<file path="src/rtl/lfsr_pkg.sv">
// Shared types and constants for the LFSR sequencer slice.
package lfsr_pkg;

  typedef enum logic [1:0] {
    IDLE = 2'd0,
    LOAD = 2'd1,
    RUN  = 2'd2,
    DONE = 2'd3
  } state_t;

  // Maximal-length feedback masks; bit i set = state[i] feeds the XOR.
  localparam logic [3:0]  TAPS_W4  = 4'b1100;
  localparam logic [7:0]  TAPS_W8  = 8'b1011_1000;
  localparam logic [15:0] TAPS_W16 = 16'hB400;

  // Default tap mask for a given width, zero-extended to 16 bits.
  function automatic logic [15:0] default_taps(input int unsigned width);
    case (width)
      32'd8:   return 16'(TAPS_W8);
      32'd16:  return TAPS_W16;
      default: return 16'(TAPS_W4);
    endcase
  endfunction

endpackage

</file>
<file path="src/rtl/lfsr_core.sv">
// Fibonacci LFSR with reset-to-one, parallel load and single step.
module lfsr_core
  import lfsr_pkg::*;
#(
  parameter int unsigned      WIDTH = 4,
  parameter logic [WIDTH-1:0] TAPS  = WIDTH'(default_taps(WIDTH))
) (
  input  logic             clk,
  input  logic             rst,
  input  logic             load,
  input  logic [WIDTH-1:0] load_val,
  input  logic             step,
  output logic [WIDTH-1:0] state
);

  // Load has priority over step; otherwise the state holds.
  always_ff @(posedge clk or posedge rst) begin
    if (rst) begin
      state <= WIDTH'(1);
    end else if (load) begin
      state <= load_val;
    end else if (step) begin
      state <= {state[WIDTH-2:0], ^(state & TAPS)};
    end
  end

endmodule

</file>
<file path="src/rtl/lfsr_seq_ctrl.sv">
// Command-driven burst sequencer streaming LFSR states on a valid/ready port.
module lfsr_seq_ctrl
  import lfsr_pkg::*;
#(
  parameter int unsigned      WIDTH = 4,
  parameter logic [WIDTH-1:0] TAPS  = WIDTH'(default_taps(WIDTH)),
  parameter int unsigned      CNT_W = 8
) (
  input  logic             clk,
  input  logic             rst,
  input  logic             cmd_valid,
  output logic             cmd_ready,
  input  logic [WIDTH-1:0] cmd_seed,
  input  logic             cmd_keep,
  input  logic [CNT_W-1:0] cmd_len,
  input  logic             abort,
  output logic             out_valid,
  input  logic             out_ready,
  output logic [WIDTH-1:0] out_data,
  output logic             busy,
  output logic             done,
  output logic             err_seed
);

  state_t           state, state_n;
  logic [CNT_W-1:0] remaining, rem_n;
  logic [WIDTH-1:0] seed_q;
  logic [CNT_W-1:0] len_q;
  logic             keep_q;
  logic             err_n;
  logic             capture;
  logic             core_load;
  logic [WIDTH-1:0] core_load_val;
  logic             core_step;
  logic             xfer;

  assign xfer = out_valid & out_ready;

  lfsr_core #(
    .WIDTH (WIDTH),
    .TAPS  (TAPS)
  ) u_core (
    .clk      (clk),
    .rst      (rst),
    .load     (core_load),
    .load_val (core_load_val),
    .step     (core_step),
    .state    (out_data)
  );

  // Next-state, counter, sticky error and core control.
  always_comb begin
    state_n       = state;
    rem_n         = remaining;
    err_n         = err_seed;
    capture       = 1'b0;
    core_load     = 1'b0;
    core_load_val = seed_q;
    core_step     = 1'b0;
    case (state)
      IDLE: begin
        if (cmd_valid && cmd_ready) begin
          if (!cmd_keep && (cmd_seed == '0)) begin
            err_n = 1'b1;
          end else begin
            err_n   = 1'b0;
            capture = 1'b1;
            if (cmd_len == '0) begin
              // Zero-length burst skips LOAD, so the seed goes in now.
              core_load     = ~cmd_keep;
              core_load_val = cmd_seed;
              state_n       = DONE;
            end else begin
              state_n = LOAD;
            end
          end
        end
      end
      LOAD: begin
        if (abort) begin
          state_n = IDLE;
        end else begin
          core_load = ~keep_q;
          rem_n     = len_q;
          state_n   = RUN;
        end
      end
      RUN: begin
        if (xfer) begin
          core_step = 1'b1;
          if (remaining != '0) begin
            rem_n = remaining - CNT_W'(1);
          end
          if (remaining == CNT_W'(1)) begin
            state_n = DONE;
          end
        end
        if (abort) begin
          state_n = IDLE;
        end
      end
      DONE: begin
        state_n = IDLE;
      end
      default: begin
        state_n = IDLE;
      end
    endcase
  end

  // State register with outputs registered from the next state.
  always_ff @(posedge clk or posedge rst) begin
    if (rst) begin
      state     <= IDLE;
      remaining <= '0;
      cmd_ready <= 1'b1;
      out_valid <= 1'b0;
      busy      <= 1'b0;
      done      <= 1'b0;
      err_seed  <= 1'b0;
    end else begin
      state     <= state_n;
      remaining <= rem_n;
      cmd_ready <= (state_n == IDLE);
      out_valid <= (state_n == RUN);
      busy      <= (state_n != IDLE);
      done      <= (state_n == DONE);
      err_seed  <= err_n;
    end
  end

  // Command capture at accept; inputs are don't-care afterwards.
  always_ff @(posedge clk or posedge rst) begin
    if (rst) begin
      seed_q <= '0;
      len_q  <= '0;
      keep_q <= 1'b0;
    end else if (capture) begin
      seed_q <= cmd_seed;
      len_q  <= cmd_len;
      keep_q <= cmd_keep;
    end
  end

endmodule

</file>
<file path="config.mk">
export PLATFORM = sky130hd
export DESIGN_NAME = lfsr_seq_ctrl
export DESIGN_NICKNAME = d
export VERILOG_FILES = /design/src/rtl/lfsr_pkg.sv /design/src/rtl/lfsr_core.sv /design/src/rtl/lfsr_seq_ctrl.sv
export SDC_FILE = /design/constraint.sdc
export NUM_CORES = 1
export LEC_CHECK = 0
export CORE_MARGIN = 2
export CORE_UTILIZATION = 52
export CTS_BUF_LIST = sky130_fd_sc_hd__clkbuf_8
export DETAILED_ROUTE_END_ITERATION = 6
export PLACE_DENSITY = 0.78
export SLEW_MARGIN = 25
export SYNTH_ARGS = -nofsm -noshare
export SYNTH_HDL_FRONTEND = slang
export SYNTH_HIERARCHICAL = 1
export SYNTH_SLANG_ARGS = --single-unit
</file>
<file path="constraint.sdc">
create_clock -name clk -period 3.35 [get_ports clk]
set_input_delay 0.335 -clock clk [delete_from_list [all_inputs] [get_ports clk]]
set_output_delay 0.335 -clock clk [all_outputs]
set_load 0.005 [all_outputs]
</file>
Word level (Yosys, flattened, before mapping):

Index checks and enable logic that the tools add are counted.

* output and inout port bits: 9
* word-level logic and storage cells: 67
* register bits after elaboration: 32
* bits of input ports: 18

* bitwise operators: 3
* add/subtract/negate cells: 1
* eq/ne operators: 9
* muxes and demuxes: 29
* reductions and logical operators: 14

Operators by type and width (number)
* $mux W4: 6
* $mux W8: 3
* $pmux W8 S2: 1
* $mux W2: 7
* $mux W1: 10
* $eq A2 B2 Y1 const B: 4
* $eq A8 B1 Y1 const B: 1
* $logic_not A8 Y1: 1
* $pmux W2 S4: 1
* $reduce_bool A8 Y1: 1
* $sub A8 B1 Y8 const B: 1
* $ne A2 B2 Y1 const B: 3
* $reduce_bool A2 Y1: 3
* $logic_not A2 Y1: 2
* $logic_not A4 Y1: 1
* $reduce_and A4 Y1: 1
* $reduce_xor A4 Y1: 1
* $eq A2 B1 Y1 const B: 1
* $logic_and A1 B1 Y1: 2
* $not A1 Y1: 2
* $pmux W1 S2: 1
* $reduce_and A2 Y1: 1
* $and A1 B1 Y1: 1
* $logic_not A1 Y1: 1

Longest topological paths before layout:

* depth in word-level cells: 6
* depth in mapped cells: 7
* mapped depth without buffers: 6

By module:

Netlist, hierarchy kept.

By module, submodules not included
* lfsr_seq_ctrl: sequential area each 701.9 um2, times used 1, area an instance 1412.6 um2, cells each 132
* lfsr_core: sequential area each 101.3 um2, times used 1, area an instance 201.4 um2, cells each 19

Worst setup path after synthesis:

No wires, ideal clock.

* path type: reg2reg
* start: register cmd_ready
* end: register u_core.state[0]
* slack: 1158 ps
* cell stages (with the launch flop): 8
* required time: 3264 ps
* period minus slack after synthesis: 2192 ps
* buffers on the path: 1
* arrival time: 2106 ps
* library setup time: 86 ps
* path through: dfstp_2 -> nor4bb_1 -> buf_2 -> o21ai_4 -> nand3b_4 -> o32ai_1 -> or3b_1 -> o211ai_2

* longest elaborated chain between the ends: 4
* elaborated cells on any way between the ends: 7
* classes of those cells: mux (5); reduce/logical (2)

Ends and longest elaborated chain
* start: declaration: RTL line lfsr_seq_ctrl.sv:12 `output logic cmd_ready,`
* start signal: assignment: RTL line lfsr_seq_ctrl.sv:124 `cmd_ready <= (state_n == IDLE);`
* $logic_and A1 B1 Y1 (*): RTL line lfsr_seq_ctrl.sv:62 `if (cmd_valid && cmd_ready) begin`
* $mux W1 (*): RTL line lfsr_seq_ctrl.sv:62
* $pmux W1 S2 (*): RTL line lfsr_seq_ctrl.sv:60 `case (state)`
* named net core_load: RTL line lfsr_seq_ctrl.sv:32 `logic core_load;`
* $mux W4 / $reduce_bool A2 Y1 (equally long branches)
* end signal: assignment: RTL line lfsr_core.sv:21 `state <= load_val;`
* end signal: assignment: RTL line lfsr_core.sv:23 `state <= {state[WIDTH-2:0], ^(state & TAPS)};`
* end: declaration: RTL line lfsr_core.sv:13 `output logic [WIDTH-1:0] state`

Mark *: on every way through the listed nets, which the timed path passes. The rest lies on a longest branch.
A chain may end at the register's enable or synchronous reset.

Final worst setup path:

* start: input port cmd_keep
* end: register u_core.state[0]

* longest elaborated chain between the ends: 6
* elaborated cells on any way between the ends: 12
* classes of those cells: mux (8); bitwise (1); reduce/logical (3)

Ends and longest elaborated chain
* start: declaration: RTL line lfsr_seq_ctrl.sv:14 `input logic cmd_keep,`
* $not A1 Y1 / $logic_not A1 Y1 (equally long branches): RTL line lfsr_seq_ctrl.sv:70, lfsr_seq_ctrl.sv:63
* $mux W1 / $logic_and A1 B1 Y1 (equally long branches): RTL line lfsr_seq_ctrl.sv:68, lfsr_seq_ctrl.sv:63
* $mux W1 (*): RTL line lfsr_seq_ctrl.sv:63 `if (!cmd_keep && (cmd_seed == '0)) begin`
* $mux W1 (*): RTL line lfsr_seq_ctrl.sv:62
* $pmux W1 S2 (*): RTL line lfsr_seq_ctrl.sv:60
* named net core_load: RTL line lfsr_seq_ctrl.sv:32
* $mux W4 / $reduce_bool A2 Y1 (equally long branches)

Marks and branches as above.

==> results summary <==
The final critical-path setup slack came out at between 1 and 1.5 ns. The number of antenna violations at the first check in global routing came out at 0. The maximum buffer depth of the clock tree is 2. The slew at the pin closest to its max-slew limit came out at roughly 0.65 ns. At the end of routability-driven placement, the weighted congestion stood at between 0.8 and 0.9. The latest clock arrival within the worst-skew pair came out at a little under 0.3 ns. After floorplanning, the core was sized to cover ~3000 sq um. The post-route fraction of the period consumed by the critical path is 0.662. The power density of the placed cells is between 800 and 900 nW/um^2. The leakage power is between 0.8 and 0.9 nW. The number of standard-cell rows in the floorplan is 20. The critical path class is in -> reg. The clock sink count came out at 32. The number of endpoints with negative hold slack in the final report came out at 0. The maximum single-stage delay on the critical path came out at between 0.5 and 0.6 ns.

Ranked by total cell area, the synthesized netlist is headed by sky130_fd_sc_hd__dfrtp_1, sky130_fd_sc_hd__mux2_1, sky130_fd_sc_hd__nand2_1, sky130_fd_sc_hd__dfstp_2, sky130_fd_sc_hd__mux2_2. The kind of end point of the critical path is a flop. The master of the slowest instance on the critical path is sky130_fd_sc_hd__or4_4. The sequential-to-total area share from yosys stat is 0.498. After detailed routing, the average wire length per cell comes to between 15 and 20 um. The number of global-route vias before repair was roughly 1300. The number of synthesized register bits came out at 32.

Relative to the synthesized area, the layout overhead comes to 24.6%. The peak supply drop came out at roughly 0.00045 V. The die covers 3570 sq um. Measured against its own limit, the worst slew margin works out to 0.567. The worst setup slack before clock tree synthesis is ~0.84 ns. The number of H-tree branching levels is 2. The post-synth net total came out at between 150 and 200. Of the cells placed in the final design, the portion with a size suffix greater than 1 is 0.147. In the layout the commonest cells are sky130_fd_sc_hd__dfrtp_1, sky130_fd_sc_hd__nand2_1, sky130_fd_sc_hd__clkdlybuf4s50_1. The clock slew seen by the registers of the worst setup and hold paths came out at about 0.06 ns. The run finished with clean final reports. The final standard cell area without fillers is slightly above 2000 sq um. Data on the critical path is required at its endpoint by 3.57 ns. Across the routed clock network, the largest skew measured is a little over 0.005 ns.

The initial utilization of the core area, before any placement, comes to 0.538. The critical path goes through clkdlybuf4s50_1, or4_4, o21ai_4, nand3b_4, o32ai_1, buf_4, or3b_1, o211ai_2. Setup repair after global routing left no endpoint under its margin. The cell type group with the largest total delay on the critical path is simple AND/OR/NAND/NOR gates.

The routed design has between 3 and 4 mm of wire. The critical-path maximum fanout came out at 9. The detail route stage leaves a number of antenna-violating nets equal to 0.

The TritonCTS clock tree is done. The floorplan step set the die width to 59.7 um. After legalization and detailed placement, the total HPWL measured around 2.6 mm. The count of different cell masters after synthesis came out at 45. The number of cells upsized or downsized after cts is 0. Leaving out fill and tap cells, the most frequent cell in the layout is sky130_fd_sc_hd__dfrtp_1. The number of pins exceeding their max-slew limit in the final report is 0.

The number of buffers inserted by post-CTS setup repair came out at 0. The synthesized design spends more area on one cell type than any other, namely sky130_fd_sc_hd__dfrtp_1. The vias per cell came out at just under 6. The first routing iteration left 59 violations.

Each instance of the synthesized netlist takes up on average around 11 sq um. The cts-stage hold buffer count is 0. Before antenna repair, the detailed router went through 4 iterations. The worst hold path class is in -> async. The count of warnings emitted by yosys came out at 6. The cell area after placement is approximately 1900 sq um. The count of buffers inserted at the top-level ports came out at 26.

The final route contains between 1000 and 1500 vias. The post-route setup TNS came out at 0 ns. The worst path needs approximately 2.2 ns of the cycle, external delays included. The startpoint type of the worst setup path is a primary input. The upper clock frequency limit came out at about 450 MHz. The overall overflow remaining after global route is 0.

The number of antenna diodes in the final layout is 0. STA puts the critical path data arrival time at around 2.4 ns. In this run, CTS created clock tree buffers numbering 5. The final routed DRC violation total is 0. Entering global routing, the biggest net connects 29 pins. The number of instances in the synthesized netlist is 151. The number of buffers and inverters on the critical path came out at 2. The buffer type at the clock tree root is sky130_fd_sc_hd__clkbuf_8. The overall die height is 59.7 um.

At the end of the flow the core is filled with cells to 0.670. The final net count came out at about 200. The first global-routing pass estimated 6.04 mm of wire. Setup violations remaining at the end of the flow were counted as 0. The post-synthesis cell area is 1610 sq um. The max-capacitance violation count is 0. The combined global-route utilization of all metal layers is 0.235. The I/O pin total came out at 27. Of the post-synthesis cell area, the dominant cell type holds 0.465.
-- worst reg2reg max path: stages (launching register included) --
cell,delay [ns]
sky130_fd_sc_hd__dfstp_2,0.53
sky130_fd_sc_hd__nor4bb_1,0.28
sky130_fd_sc_hd__buf_4,0.22
sky130_fd_sc_hd__o21ai_4,0.07
sky130_fd_sc_hd__nand3b_4,0.20
sky130_fd_sc_hd__o32ai_1,0.28
sky130_fd_sc_hd__buf_4,0.19
sky130_fd_sc_hd__or3b_1,0.12
sky130_fd_sc_hd__o211ai_2,0.08
-- power by group --
group,switching [W],total [W],internal [W]
sequential,0.000140,0.000708,0.000568
clock,0.000144,0.000307,0.000164
combinational,0.000282,0.000595,0.000313
-- layer usage --
| metal | global-route usage | up-vias | share of wire |
|---|---|---|---|
| met1 | 0.320 | 626 | 0.43 |
| li1 | - | 610 | - |
| met3 | 0.0714 | 11 | 0.058 |
| met5 | 0 | - | 0 |
| met2 | 0.345 | 44 | 0.49 |
| met4 | 0.108 | 0 | 0.021 |
-- Yosys cell counts --
cell type / count
sky130_fd_sc_hd__buf_2: 1
sky130_fd_sc_hd__o41ai_2: 1
sky130_fd_sc_hd__nor2b_1: 2
sky130_fd_sc_hd__or2_2: 1
sky130_fd_sc_hd__o21ai_4: 1
sky130_fd_sc_hd__and2_1: 1
sky130_fd_sc_hd__dfstp_2: 2
sky130_fd_sc_hd__ha_1: 3
sky130_fd_sc_hd__nor3_1: 2
sky130_fd_sc_hd__nand2_1: 27
sky130_fd_sc_hd__mux2_2: 4
sky130_fd_sc_hd__xnor2_1: 1
sky130_fd_sc_hd__nand2b_1: 4
sky130_fd_sc_hd__inv_1: 6
sky130_fd_sc_hd__o32ai_1: 1
sky130_fd_sc_hd__or4_4: 1
sky130_fd_sc_hd__o211ai_2: 1
sky130_fd_sc_hd__a22oi_1: 1
sky130_fd_sc_hd__mux2_1: 9
sky130_fd_sc_hd__nor4bb_1: 1
sky130_fd_sc_hd__a211oi_1: 2
sky130_fd_sc_hd__a21o_1: 1
sky130_fd_sc_hd__o21ai_0: 7
sky130_fd_sc_hd__dfrtp_1: 30
sky130_fd_sc_hd__o22ai_1: 2
sky130_fd_sc_hd__nand4b_1: 1
sky130_fd_sc_hd__a21oi_1: 4
sky130_fd_sc_hd__a31o_2: 2
sky130_fd_sc_hd__buf_4: 1
sky130_fd_sc_hd__clkbuf_1: 2
sky130_fd_sc_hd__nor3b_1: 1
sky130_fd_sc_hd__a311oi_1: 1
sky130_fd_sc_hd__a32o_1: 2
sky130_fd_sc_hd__nor4_2: 1
sky130_fd_sc_hd__mux2i_1: 4
sky130_fd_sc_hd__or3b_1: 1
sky130_fd_sc_hd__nand3_1: 3
sky130_fd_sc_hd__a31oi_1: 1
sky130_fd_sc_hd__nand4_1: 2
sky130_fd_sc_hd__nand3b_4: 1
sky130_fd_sc_hd__a21boi_0: 1
sky130_fd_sc_hd__o21bai_1: 1
sky130_fd_sc_hd__nor2_1: 7
sky130_fd_sc_hd__nor4_1: 2
sky130_fd_sc_hd__o2bb2a_1: 1
-- area by class of cell --
class                      count  area, sq um
fill                         254          992
sequential                    32          803
multi-input combinational    109          768
timing repair buffer          29          283
clock buffer                   6         82.6
tap                           33         41.3
inverter                       6         22.5
clock inverter                 2         10.0
-- metrics by stage --
stage	cells	power [W]	hold slack [ns]
after detailed placement	209	0.00130	0.459
after floorplan	151	0.00107	0.100
final	217	0.00161	0.270
after CTS	217	0.00161	0.274
after global placement	209	0.00128	0.461
after global routing	217	0.00173	0.296
-- registers in the layout (all words and copies together) (netlist names) --
signal        flops
keep_q            1
len_q             8
cmd_ready         1
state             2
out_valid         1
remaining         8
err_seed          1
u_core/state      4
busy              1
done              1
seed_q            4
-- logic make-up after synthesis --
group                    Yosys count  synth area share
AO/OA/AOI/OAI                     30             0.142
XOR/XNOR                           1           0.00543
adder cells (fa/ha/maj)            3            0.0233
buffers and inverters             10            0.0264
flip-flops                        32             0.498
multiplexers                      17             0.116
AND/OR/NAND/NOR                   58             0.190
-- path summary, 6_finish.rpt --
path / from / to / slack [ns] / cells after the start
min in group clk: seed_q[2] / seed_q[2] / 0.48 / 2
hold reg to reg: seed_q[2] / seed_q[2] / 0.48 / 2
hold / removal: rst / u_core/state[1] / 0.27 / 2
setup reg to reg: cmd_ready / u_core/state[0] / 1.29 / 8
max in group asynchronous: rst / len_q[2] / 2.50 / 2
setup / recovery: cmd_keep / u_core/state[0] / 1.13 / 8
No activity file was read; power rests on OpenSTA's default activity.
